<file path="config.mk">
export PLATFORM = sky130hd
export DESIGN_NAME = cmd_parser
export DESIGN_NICKNAME = d
export VERILOG_FILES = /design/src/rtl/cmd_pkg.sv /design/src/rtl/cmd_timer.sv /design/src/rtl/cmd_parser.sv
export SDC_FILE = /design/constraint.sdc
export NUM_CORES = 1
export LEC_CHECK = 0
export CAP_MARGIN = 25
export CORE_MARGIN = 5
export CORE_UTILIZATION = 36
export DETAILED_ROUTE_END_ITERATION = 12
export DONT_BUFFER_PORTS = 1
export PLACE_DENSITY = 0.47
export SLEW_MARGIN = 10
export SYNTH_ARGS = -nofsm -noshare
export SYNTH_HDL_FRONTEND = slang
export SYNTH_SLANG_ARGS = --single-unit
</file>
<file path="constraint.sdc">
create_clock -name clk -period 3.1 [get_ports clk]
set_input_delay 0.31 -clock clk [delete_from_list [all_inputs] [get_ports clk]]
set_output_delay 0.31 -clock clk [all_outputs]
set_load 0.02 [all_outputs]
</file>
<file path="src/rtl/cmd_pkg.sv">
// -----------------------------------------------------------------------------
// cmd_pkg
// Shared definitions for the byte-oriented command parser:
//   - state_e        : parser FSM states
//   - ADDR_W_DEF     : default register address width
//   - DATA_W_DEF     : default byte/data width
//   - TIMEOUT_DEF    : default idle-cycle limit between command and data byte
//   - WR_FLAG_BIT    : bit of the command byte that selects write (1) or read (0)
//   - cnt_width()    : width needed to hold 0..max_val without wrapping
// -----------------------------------------------------------------------------
package cmd_pkg;

    localparam int ADDR_W_DEF  = 7;
    localparam int DATA_W_DEF  = 8;
    localparam int TIMEOUT_DEF = 255;
    localparam int WR_FLAG_BIT = 7;

    typedef enum logic [2:0] {
        ST_IDLE      = 3'd0,
        ST_GET_DATA  = 3'd1,
        ST_WRITE     = 3'd2,
        ST_READ      = 3'd3,
        ST_READ_WAIT = 3'd4,
        ST_SEND      = 3'd5
    } state_e;

    // Width of a counter that must reach max_val; at least one bit.
    function automatic int cnt_width(input int max_val);
        int w;
        if (max_val < 1) begin
            w = 1;
        end else begin
            w = $clog2(max_val + 1);
        end
        return w;
    endfunction

endpackage

</file>
<file path="src/rtl/cmd_timer.sv">
// -----------------------------------------------------------------------------
// cmd_timer
// Idle-cycle counter used while the parser waits for a data byte.
// Ports:
//   clk       : clock, rising edge
//   rst       : synchronous active-low reset
//   clear_i   : force the count to zero (held while the parser is not waiting)
//   enable_i  : count one idle cycle
//   expired_o : registered flag, high while the count sits at TIMEOUT-1, i.e.
//               the next enabled cycle is the one that reaches TIMEOUT
// The counter saturates at TIMEOUT and never wraps.
// -----------------------------------------------------------------------------
module cmd_timer
    import cmd_pkg::*;
#(
    parameter int TIMEOUT = TIMEOUT_DEF
) (
    input  logic clk,
    input  logic rst,
    input  logic clear_i,
    input  logic enable_i,
    output logic expired_o
);

    localparam int            CW       = cnt_width(TIMEOUT);
    localparam logic [CW-1:0] CNT_MAX  = CW'(TIMEOUT);
    localparam logic [CW-1:0] CNT_LAST = CW'(TIMEOUT - 1);

    logic [CW-1:0] cnt_q;
    logic [CW-1:0] cnt_d;
    logic          at_last_q;
    logic          at_last_d;

    // Next count: clear has priority, then saturating increment.
    always_comb begin
        cnt_d = cnt_q;
        if (clear_i) begin
            cnt_d = '0;
        end else if (enable_i && (cnt_q != CNT_MAX)) begin
            cnt_d = cnt_q + CW'(1);
        end else begin
            cnt_d = cnt_q;
        end
        // Registering the "one step from TIMEOUT" compare keeps the expiry
        // decision in the parser free of the counter's adder path.
        at_last_d = (cnt_d == CNT_LAST);
    end

    // Counter and expiry flag registers.
    always_ff @(posedge clk) begin
        if (!rst) begin
            cnt_q     <= '0;
            at_last_q <= 1'b0;
        end else begin
            cnt_q     <= cnt_d;
            at_last_q <= at_last_d;
        end
    end

    assign expired_o = at_last_q;

endmodule

</file>
<file path="src/rtl/cmd_parser.sv">
// -----------------------------------------------------------------------------
// cmd_parser
// Turns a stream of received bytes into register-decoder accesses.
//   Command byte: bit 7 = 1 -> write (a data byte follows), 0 -> read.
//                 Low ADDR_W bits = register address.
//   Write: the data byte is presented on w_data with a one-cycle wr strobe.
//   Read : one-cycle rd strobe, r_data captured the cycle after, then sent
//          back on tx_data/tx_valid until the transmitter takes it.
//   A write command with no data byte within TIMEOUT cycles is abandoned
//   with a one-cycle err_timeout pulse.
// Ports:
//   clk, rst            : clock (rising edge), synchronous active-low reset
//   rx_data/valid/ready : byte input handshake
//   address, w_data     : decoder address / write data (held between commands)
//   wr, rd              : one-cycle decoder strobes
//   r_data              : decoder read data, valid the cycle after rd
//   tx_data/valid/ready : response byte handshake
//   busy                : high whenever the parser is not idle
//   err_timeout         : one-cycle pulse on data-byte timeout
// All outputs come straight from registers.
// -----------------------------------------------------------------------------
module cmd_parser
    import cmd_pkg::*;
#(
    parameter int ADDR_W  = ADDR_W_DEF,
    parameter int DATA_W  = DATA_W_DEF,
    parameter int TIMEOUT = TIMEOUT_DEF
) (
    input  logic              clk,
    input  logic              rst,
    input  logic [DATA_W-1:0] rx_data,
    input  logic              rx_valid,
    output logic              rx_ready,
    output logic [ADDR_W-1:0] address,
    output logic [DATA_W-1:0] w_data,
    output logic              wr,
    output logic              rd,
    input  logic [DATA_W-1:0] r_data,
    output logic [DATA_W-1:0] tx_data,
    output logic              tx_valid,
    input  logic              tx_ready,
    output logic              busy,
    output logic              err_timeout
);

    state_e            state_q,    state_d;
    logic [ADDR_W-1:0] address_q,  address_d;
    logic [DATA_W-1:0] w_data_q,   w_data_d;
    logic [DATA_W-1:0] tx_data_q,  tx_data_d;
    logic              wr_q,       wr_d;
    logic              rd_q,       rd_d;
    logic              tx_valid_q, tx_valid_d;
    logic              busy_q,     busy_d;
    logic              rx_ready_q, rx_ready_d;
    logic              err_q,      err_d;

    logic              accept_s;
    logic              tmr_clear_s;
    logic              tmr_enable_s;
    logic              tmr_expired_s;

    assign accept_s     = rx_valid && rx_ready_q;
    // Holding the timer clear outside GET_DATA guarantees a zero count on entry.
    assign tmr_clear_s  = (state_q != ST_GET_DATA);
    assign tmr_enable_s = (state_q == ST_GET_DATA) && !accept_s;

    cmd_timer #(
        .TIMEOUT (TIMEOUT)
    ) u_timer (
        .clk       (clk),
        .rst       (rst),
        .clear_i   (tmr_clear_s),
        .enable_i  (tmr_enable_s),
        .expired_o (tmr_expired_s)
    );

    // Next-state, datapath loads and next output values.
    always_comb begin
        state_d   = state_q;
        address_d = address_q;
        w_data_d  = w_data_q;
        tx_data_d = tx_data_q;
        err_d     = 1'b0;

        case (state_q)
            ST_IDLE: begin
                if (accept_s) begin
                    address_d = rx_data[ADDR_W-1:0];
                    if (rx_data[WR_FLAG_BIT]) begin
                        state_d = ST_GET_DATA;
                    end else begin
                        state_d = ST_READ;
                    end
                end else begin
                    state_d = ST_IDLE;
                end
            end
            ST_GET_DATA: begin
                // A byte arriving on the expiry cycle takes priority.
                if (accept_s) begin
                    w_data_d = rx_data;
                    state_d  = ST_WRITE;
                end else if (tmr_expired_s) begin
                    err_d    = 1'b1;
                    state_d  = ST_IDLE;
                end else begin
                    state_d  = ST_GET_DATA;
                end
            end
            ST_WRITE: begin
                state_d = ST_IDLE;
            end
            ST_READ: begin
                state_d = ST_READ_WAIT;
            end
            ST_READ_WAIT: begin
                tx_data_d = r_data;
                state_d   = ST_SEND;
            end
            ST_SEND: begin
                if (tx_ready) begin
                    state_d = ST_IDLE;
                end else begin
                    state_d = ST_SEND;
                end
            end
            default: begin
                state_d = ST_IDLE;
            end
        endcase

        // Outputs are registered from the next state so they line up with it.
        wr_d       = (state_d == ST_WRITE);
        rd_d       = (state_d == ST_READ);
        tx_valid_d = (state_d == ST_SEND);
        busy_d     = (state_d != ST_IDLE);
        rx_ready_d = (state_d == ST_IDLE) || (state_d == ST_GET_DATA);
    end

    // State, datapath and output registers.
    always_ff @(posedge clk) begin
        if (!rst) begin
            state_q    <= ST_IDLE;
            address_q  <= '0;
            w_data_q   <= '0;
            tx_data_q  <= '0;
            wr_q       <= 1'b0;
            rd_q       <= 1'b0;
            tx_valid_q <= 1'b0;
            busy_q     <= 1'b0;
            rx_ready_q <= 1'b1;
            err_q      <= 1'b0;
        end else begin
            state_q    <= state_d;
            address_q  <= address_d;
            w_data_q   <= w_data_d;
            tx_data_q  <= tx_data_d;
            wr_q       <= wr_d;
            rd_q       <= rd_d;
            tx_valid_q <= tx_valid_d;
            busy_q     <= busy_d;
            rx_ready_q <= rx_ready_d;
            err_q      <= err_d;
        end
    end

    assign rx_ready    = rx_ready_q;
    assign address     = address_q;
    assign w_data      = w_data_q;
    assign wr          = wr_q;
    assign rd          = rd_q;
    assign tx_data     = tx_data_q;
    assign tx_valid    = tx_valid_q;
    assign busy        = busy_q;
    assign err_timeout = err_q;

endmodule

</file>
After elaboration in Yosys (flattened, before gate mapping)
Cells that the tools add are included.
{ "totals": {"out_inout_bits": 29, "reg_bits": 41} }
{ "op_classes": {"n_reduce_logical": 11, "n_eq_ne": 11, "addsub": 1, "muxes": 9, "n_bitwise": 2} }
{ "op_table": {"columns": ["op", "count"], "rows": [
  ["8-bit 2-to-1 mux", 2],
  ["3-bit case mux with 5 select lines", 1],
  ["3-bit by 2-bit == test with 1-bit output, second input constant", 3],
  ["3-bit == test, second input constant", 3],
  ["8-bit by 1-bit adder with 8-bit output, second input constant", 1],
  ["8-bit == test, second input constant", 1],
  ["8-bit inequality test, second input constant", 1],
  ["3-bit by 1-bit == test with 1-bit output, second input constant", 2],
  ["3-bit zero test", 2],
  ["3-bit 2-to-1 mux", 2],
  ["2-bit 2-to-1 mux", 2],
  ["2-bit AND reduction", 2],
  ["1-bit logical AND", 3],
  ["3-bit by 1-bit inequality test with 1-bit output, second input constant", 1],
  ["3-bit nonzero test", 1],
  ["3-bit OR reduction", 1],
  ["1-bit 2-to-1 mux", 2],
  ["1-bit NOT", 2],
  ["1-bit zero test", 1],
  ["1-bit logical OR", 1]
]} }

Depth between registers and ports, before layout
Gate-level depths: netlist of the first run.
{ "depth": {"ltp_word": 7, "ltp_mapped": 6, "depth_no_buf": 6} }

Hierarchy
Synthesis of the first run repeated with hierarchy kept, for this count alone.
{ "hier_totals": {"hier_cells": 159, "area_unflattened_um2": 1676.6} }
{ "by_module_without_submodules": {"columns": ["module", "cells_each", "instances", "area_each_um2", "seq_area_each_um2"], "rows": [
  ["cmd_parser", 107, 1, 1203.7, 640.6],
  ["cmd_timer", 52, 1, 473.0, 180.2]
]} }

Worst setup path after synthesis of the first run
Ideal clock, no wire load.
{ "synth_timing": {"path_kind": "reg-to-reg", "start": "register rx_ready_q (netlist: rx_ready)", "end": "register rd_q (netlist: rd)", "synth_period_minus_slack_ns": 1.565, "t_arrival_ns": 1.508, "path_stages_with_launch": 7, "setup_ns": 0.058, "path_slack_ns": 1.535, "path_cell_list": "dfxtp_1 -> nand2_1 -> or4_4 -> buf_6 -> nor2_4 -> o21a_4 -> and2_2"} }
{ "synth_between": {"elab_chain_cells": 4, "elab_cells_between_ends": 5, "classes_between": "eq/ne (1); mux (3); reduce/logical (1)"} }
{ "synth_lines": {"columns": ["element", "line_no", "text"], "rows": [
  ["from (decl)", "cmd_parser.sv:54", "logic rx_ready_q, rx_ready_d;"],
  ["from (signal assigned)", "cmd_parser.sv:162", "rx_ready_q <= rx_ready_d;"],
  ["1-bit logical AND (*)", "cmd_parser.sv:62", "assign accept_s = rx_valid && rx_ready_q;"],
  ["2-bit 2-to-1 mux / 3-bit 2-to-1 mux (equally long branches)", "cmd_parser.sv:100, cmd_parser.sv:87", null],
  ["3-bit case mux with 5 select lines (*)", "cmd_parser.sv:85", "case (state_q)"],
  ["3-bit by 2-bit == test with 1-bit output (*)", "cmd_parser.sv:134", "rd_d = (state_d == ST_READ);"],
  ["to (signal assigned)", "cmd_parser.sv:159", "rd_q <= rd_d;"],
  ["to (decl)", "cmd_parser.sv:51", "logic rd_q, rd_d;"]
]} }
Mark *: on every way between the ends. The rest lies on a longest branch, timed or not.
A chain may end at the register's enable or synchronous reset.

Worst setup path in the final report of the first run
{ "layout_timing": {"start": "register state_q[2]", "end": "register tx_data_q[6] (netlist: tx_data[6])"} }
{ "layout_between": {"elab_chain_cells": 1} }
{ "layout_lines": {"columns": ["element", "line_no", "text"], "rows": [
  ["from (decl)", "cmd_parser.sv:46", "state_e state_q, state_d;"],
  ["from (signal assigned)", "cmd_parser.sv:154", "state_q <= state_d;"],
  ["3-bit == test", "cmd_parser.sv:85", null],
  ["to (signal assigned)", "cmd_parser.sv:157", "tx_data_q <= tx_data_d;"],
  ["to (decl)", "cmd_parser.sv:49", "logic [DATA_W-1:0] tx_data_q, tx_data_d;"]
]} }
Every way passes these cells.

==> qor.yml, run 1 <==
route:
  drtIter0Drc: 80
  met2WireLength_um: 1550
  vias: 1126
  wl_met3_um: 327
  dr.pass1.iters: 4
  final_antenna_net_count: 0
  wl_per_cell_um: 15.4
  wl_met1_um: 1410
  drc: 0
  viasPerCell: 5.24
  top_layer_used: "met4"
  wl_um: 3320
critical_path:
  r2r_start: "state_q[2]"
  cp-start-kind: "flip-flop"
  reg2reg_slack_ns: 1.33
  cp.required_ns: 3.25
  critPathArrivalTime_ns: 1.91
  cp_max_fo: 10
  crit_start: "state_q[2]"
  rr_worst_depth: 3
  crit_type: "reg -> reg"
  cp-end-kind: "flip-flop"
  r2r-end: "tx_data[6]"
grt:
  grt_pass1_wl_um: 5650
  grt_overflow: 0
  grt_pass1_vias: 1160
  grtUsageTotal: 0.116
  grt_max_degree: 25
  antenna_found_initial: 0
place:
  postPlaceCellArea_mm2: 0.00170
  hpwl_um: 2450
  gp_congestion: 0.842
  port_buffers: 0
timing:
  setup_viol: 0
  finalCritPeriodShare: 0.569
  finalHoldViolations: 0
  slew_viol_final: 0
  relSlewSlack: 0.454
  final.setup.tns_ns: 0
  clock.fmax_ghz: 0.567
  rsz0062_at_grt: "false"
  period_needed_ns: 1.77
  finClkSkew_ns: 0.00229
  worst_pin_slew_ns: 0.816
  holdWs_ns: 0.171
worst_hold_path:
  min_from: "rx_data[5]"
  hold_path_end: "address[5]"
  holdPathStages: 2
  hp-class: "in -> reg"
synth:
  synth_flop_cell: "dfxtp_1"
  syn_nets: 181
  syn_area_mm2: 0.00166
  ys_ff_latch: 41
  synth_cells: 160
  synth_edf_count: 0
  ys_seq_area_frac: 0.495
  yosysWarnings: 0
  async_reset_ff_frac: 0
  yosysUniqueCellTypes: 42
  avgSynthCellArea_um2: 10.4
floorplan:
  placeableCoreArea_mm2: 0.00441
  die_w_um: 77.9
  ios: 49
  fp.dieH_um: 77.9
  row_count: 24
  die_area_mm2: 0.00606
  start_util: 0.376
pwr:
  p_seq_frac: 0.533
  cell_internal_pwr_uw: 859
  powerDensity_mw_per_mm2: 620
  peakVddDrop_mv: 0.246
  clock_power_share: 0.384
  switchingPower_uw: 266
  p_leak_uw: 0.000688
  p_comb_frac: 0.083
  switching_share: 0.236
job:
  maxCapViolCount: 0
final_layout:
  stdcell_area_mm2: 0.00182
  regArea_um2: 821
  synthToLayoutAreaGrowth_pct: 9.51
  fillCellCount: 437
  drive_gt1_frac: 0.135
  nNetsFinal: 183
  num_antenna_cells: 0
  multi_input_area_um2: 802
  fin_util: 0.411
clock_network:
  numCtsBuffers: 5
  cts.reportedPaths.clkPinSlew_ns: 0.07
  cts_root_buf: "clkbuf_8"
  cts_sinks: 41
  clockBufferDepth: 2
  clk_latency_ns: 0.28
  cts_tree: "yes"
  cts_hold_buf: 0
  cts-resized-gates: 0
  cts_setup_buffers: 0
  htreeDepth: 2
run_status:
  status: "finished clean"
-- how the worst max path moves through the flow --
| stage | end | slack (ns) | cells after the start |
|---|---|---|---|
| final | tx_data[6] | 1.33 | 3 |
| after global routing | tx_data[6] | 1.17 | 3 |
| after CTS | tx_data[6] | 1.31 | 3 |
| after detailed placement | tx_data[6] | 1.31 | 3 |
| after global placement | tx_data[0] | 1.38 | 3 |
| after floorplan | rd | 1.53 | 6 |
-- power groups by stage --
stage	clock [µW]	sequential [µW]	combinational (µW)
5_1_grt	479	604	103
4_1_cts	449	600	94.4
3_3_place_gp	0	612	93.0
6_report	432	600	93.0
2_1_floorplan	0	604	86.1
3_5_place_dp	0	612	94.2
-- Yosys cell counts (2+ instances only) --
| cell | instances | share of area |
|---|---|---|
| o2111ai_1 | 2 | 0.011 |
| nor2b_1 | 2 | 0.0075 |
| nand2b_1 | 3 | 0.011 |
| buf_6 | 2 | 0.014 |
| dfxtp_1 | 41 | 0.50 |
| xor2_1 | 3 | 0.016 |
| and4_1 | 2 | 0.011 |
| nand2_1 | 8 | 0.018 |
| and2_2 | 2 | 0.0091 |
| nand3_1 | 4 | 0.012 |
| o21ai_0 | 2 | 0.0060 |
| clkbuf_1 | 2 | 0.0045 |
| nand4_1 | 2 | 0.0075 |
| mux2i_1 | 25 | 0.15 |
| nor2_1 | 32 | 0.072 |
| o21bai_1 | 2 | 0.0091 |
-- final cells by class --
type,instances,share of cell area
multi-input combinational,112,0.442
tap,52,0.0358
inverter,1,0.00207
timing repair buffer,1,0.00414
clock inverter,1,0.0165
clock buffer,7,0.0476
sequential,41,0.452
-- placed cells by master, fill, tap and decap left out, drive strengths merged, types with 2 or more instances in the layout --
master / synthesis / final
nor4b: 2 / 2
nor2: 33 / 33
nor3b: 2 / 2
clkbuf: 2 / 7
dfxtp: 41 / 41
o21ai: 2 / 2
nand2b: 3 / 3
and2: 4 / 4
o21bai: 2 / 2
and4: 2 / 2
xor2: 3 / 3
nor2b: 2 / 2
nand2: 8 / 8
mux2i: 25 / 25
nand4: 2 / 2
nand3: 4 / 4
a31oi: 2 / 2
o2111ai: 2 / 2
-- flip-flops by register name, summed over array words and instances (netlist names) --
name	count
rx_ready	1
u_timer.expired_o	1
w_data	8
address	7
tx_valid	1
wr	1
state_q	3
busy	1
rd	1
err_timeout	1
u_timer.cnt_q	8
tx_data	8
-- per-stage QoR --
step                instances  power, µW  worst slack [ns]
floorplan                 160        690              1.53
global placement          207        706              1.38
detailed placement        207        706              1.31
CTS                       215       1140              1.31
global route              215       1190              1.17
finish                    215       1130              1.33
-- logic make-up (layout without fill, tap and decap cells) --
group / Yosys count / count (layout) / synth area share
compound gates: 13 / 13 / 0.0657
buf+inv: 7 / 10 / 0.0279
mux: 26 / 26 / 0.158
fa+ha+maj: 1 / 1 / 0.00755
xor+xnor: 3 / 3 / 0.0159
simple gates: 69 / 69 / 0.230
flops: 41 / 41 / 0.495
-- critical path, cell delays in order (launching register included) --
cell and delay, ns:
dfxtp_1 0.54, nor3b_2 0.74, mux2i_1 0.28, nor2_1 0.06
-- per-layer routing --
metal | GRT usage | up-vias
met2 | 0.170 | 45
met1 | 0.142 | 516
li1 | - | 561
met5 | 0 | -
met4 | 0.0464 | 0
met3 | 0.0625 | 4
Note: power is estimated with default switching activity, not from simulation.
==> run 2: changes to the inputs <==
--- a/config.mk
+++ b/config.mk
@@ -10,7 +10,7 @@
 export CORE_UTILIZATION = 36
 export DETAILED_ROUTE_END_ITERATION = 12
 export DONT_BUFFER_PORTS = 1
-export PLACE_DENSITY = 0.47
+export PLACE_DENSITY = 0.49
 export SLEW_MARGIN = 10
 export SYNTH_ARGS = -nofsm -noshare
 export SYNTH_HDL_FRONTEND = slang
==> constraint.sdc (replaced) <==
create_clock -name clk -period 1.5 [get_ports clk]
set_input_delay 0.15 -clock clk [delete_from_list [all_inputs] [get_ports clk]]
set_output_delay 0.15 -clock clk [all_outputs]
set_load 0.02 [all_outputs]
==> qor.yml, run 2 (synthesis results as in run 1) <==
run_status:
  status: "finished clean"
pwr:
  cell_internal_pwr_uw: 1850
  p_comb_frac: 0.121
  clock_power_share: 0.375
  peakVddDrop_mv: 0.587
  switching_share: 0.242
  switchingPower_uw: 592
  p_seq_frac: 0.504
  powerDensity_mw_per_mm2: 1150
  p_leak_uw: 0.000838
timing:
  final.setup.tns_ns: 0
  finalHoldViolations: 0
  finalCritPeriodShare: 0.974
  rsz0062_at_grt: "true"
  clock.fmax_ghz: 0.684
  period_needed_ns: 1.46
  relSlewSlack: 0.788
  setup_viol: 0
  finClkSkew_ns: 0.00594
  worst_pin_slew_ns: 0.318
  slew_viol_final: 0
critical_path:
  cp-start-kind: "flip-flop"
  cp-end-kind: "flip-flop"
  cp.required_ns: 1.71
  crit_type: "reg -> reg"
  path_cells: "ha_4, nand3_2, o211ai_2, mux2i_1, o2111ai_1, nor4b_2"
  cp_max_fo: 3
  crit_buf_inv: 0
  crit_family: "flip-flops"
  r2r_start: "u_timer.cnt_q[0]"
  max_stage_delay_ns: 0.36
  critPathArrivalTime_ns: 1.67
  crit_start: "u_timer.cnt_q[0]"
  cpMaxStageDelayCell: "dfxtp_2"
clock_network:
  clockBufferDepth: 2
  htreeDepth: 2
  cts_tree: "yes"
  cts_sinks: 41
  cts_root_buf: "clkbuf_8"
  numCtsBuffers: 5
  clk_latency_ns: 0.29
  cts.reportedPaths.clkPinSlew_ns: 0.08
place:
  gp_congestion: 0.734
  hpwl_um: 2580
  port_buffers: 0
route:
  viasPerCell: 4.98
  vias: 1221
  drc: 0
  drtIter0Drc: 51
  final_antenna_net_count: 0
  wl_um: 3560
  dr.pass1.iters: 4
  wl_per_cell_um: 14.5
grt:
  grt_overflow: 0
  grtUsageTotal: 0.121
  grt_pass1_wl_um: 5960
  antenna_found_initial: 0
  grt_max_degree: 25
  grt_pass1_vias: 1265
final_layout:
  fillCellCount: 406
  multi_input_area_um2: 835
  layout_common_cells: "nor2_1 (32), dfxtp_1 (32), mux2i_1 (25)"
  num_antenna_cells: 0
  drive_gt1_frac: 0.295
  synthToLayoutAreaGrowth_pct: 28.2
  regArea_um2: 835
  nNetsFinal: 213
  fin_util: 0.482
worst_hold_path:
  min_from: "r_data[3]"
  hp-class: "in -> reg"
floorplan:
  ios: 49
  placeableCoreArea_mm2: 0.00441
  die_area_mm2: 0.00606
  fp.dieH_um: 77.9
  start_util: 0.376
  die_w_um: 77.9
  row_count: 24
job:
  maxCapViolCount: 0
[run 2: cell count changes in the layout (fill, tap and decap cells not counted), sizes merged]
cell | before | now
buf | 1 | 22
clkbuf | 7 | 6
clkinvlp | 0 | 1
dlygate4sd3 | 0 | 9
[run 2: worst paths after layout]
path / end / slack, ns / depth (start not counted)
worst min-delay path: tx_data[3] / 0.01 / 2
worst max register to register: u_timer.expired_o / 0.04 / 6
worst min register to register: err_timeout / 0.44 / 2
worst max-delay path: u_timer.expired_o / 0.04 / 6
[run 2: repair_timing]
action / in CTS / in global routing
setup buffers: 1 / 3
resized for setup: 2 / 9
hold buffers: 8 / 1
pin swaps: 3 / 6
endpoints found under the setup margin: 4 / 19
endpoints found under the hold margin: 10 / 1
[run 2: per-layer routing]
metal  vias up  GRT usage  wire length (µm)
met3         6     0.0509               267
li1        618          -                 -
met2        31      0.207              1720
met4         0     0.0412                46
met1       566      0.134              1520
met5         -          0                 0
[run 2: area by class of cell]
type,count,share of cell area
tap,52,0.0306
clock inverter,2,0.0177
timing repair buffer,31,0.126
clock buffer,6,0.0388
multi-input combinational,112,0.393
inverter,1,0.00177
sequential,41,0.393
[run 2: through the flow]
step	instance area, µm²	std cells	setup WS, ns	hold WS, ns	total power (µW)
2_1_floorplan	1670	160	0.0144	0.293	1430
3_3_place_gp	1840	224	0.00224	0.300	1490
3_5_place_dp	1840	224	-0.0306	0.306	1500
4_1_cts	2070	241	0.00262	0.000832	2470
5_1_grt	2130	245	-0.0940	0.00517	2580
6_report	2130	245	0.0388	0.0105	2440
[run 2: power groups by stage]
stage	sequential, µW	combinational [µW]	clock [µW]
global placement	1260	237	0
global route	1240	323	1010
detailed placement	1260	242	0
floorplan	1250	178	0
CTS	1230	278	954
finish	1230	296	915
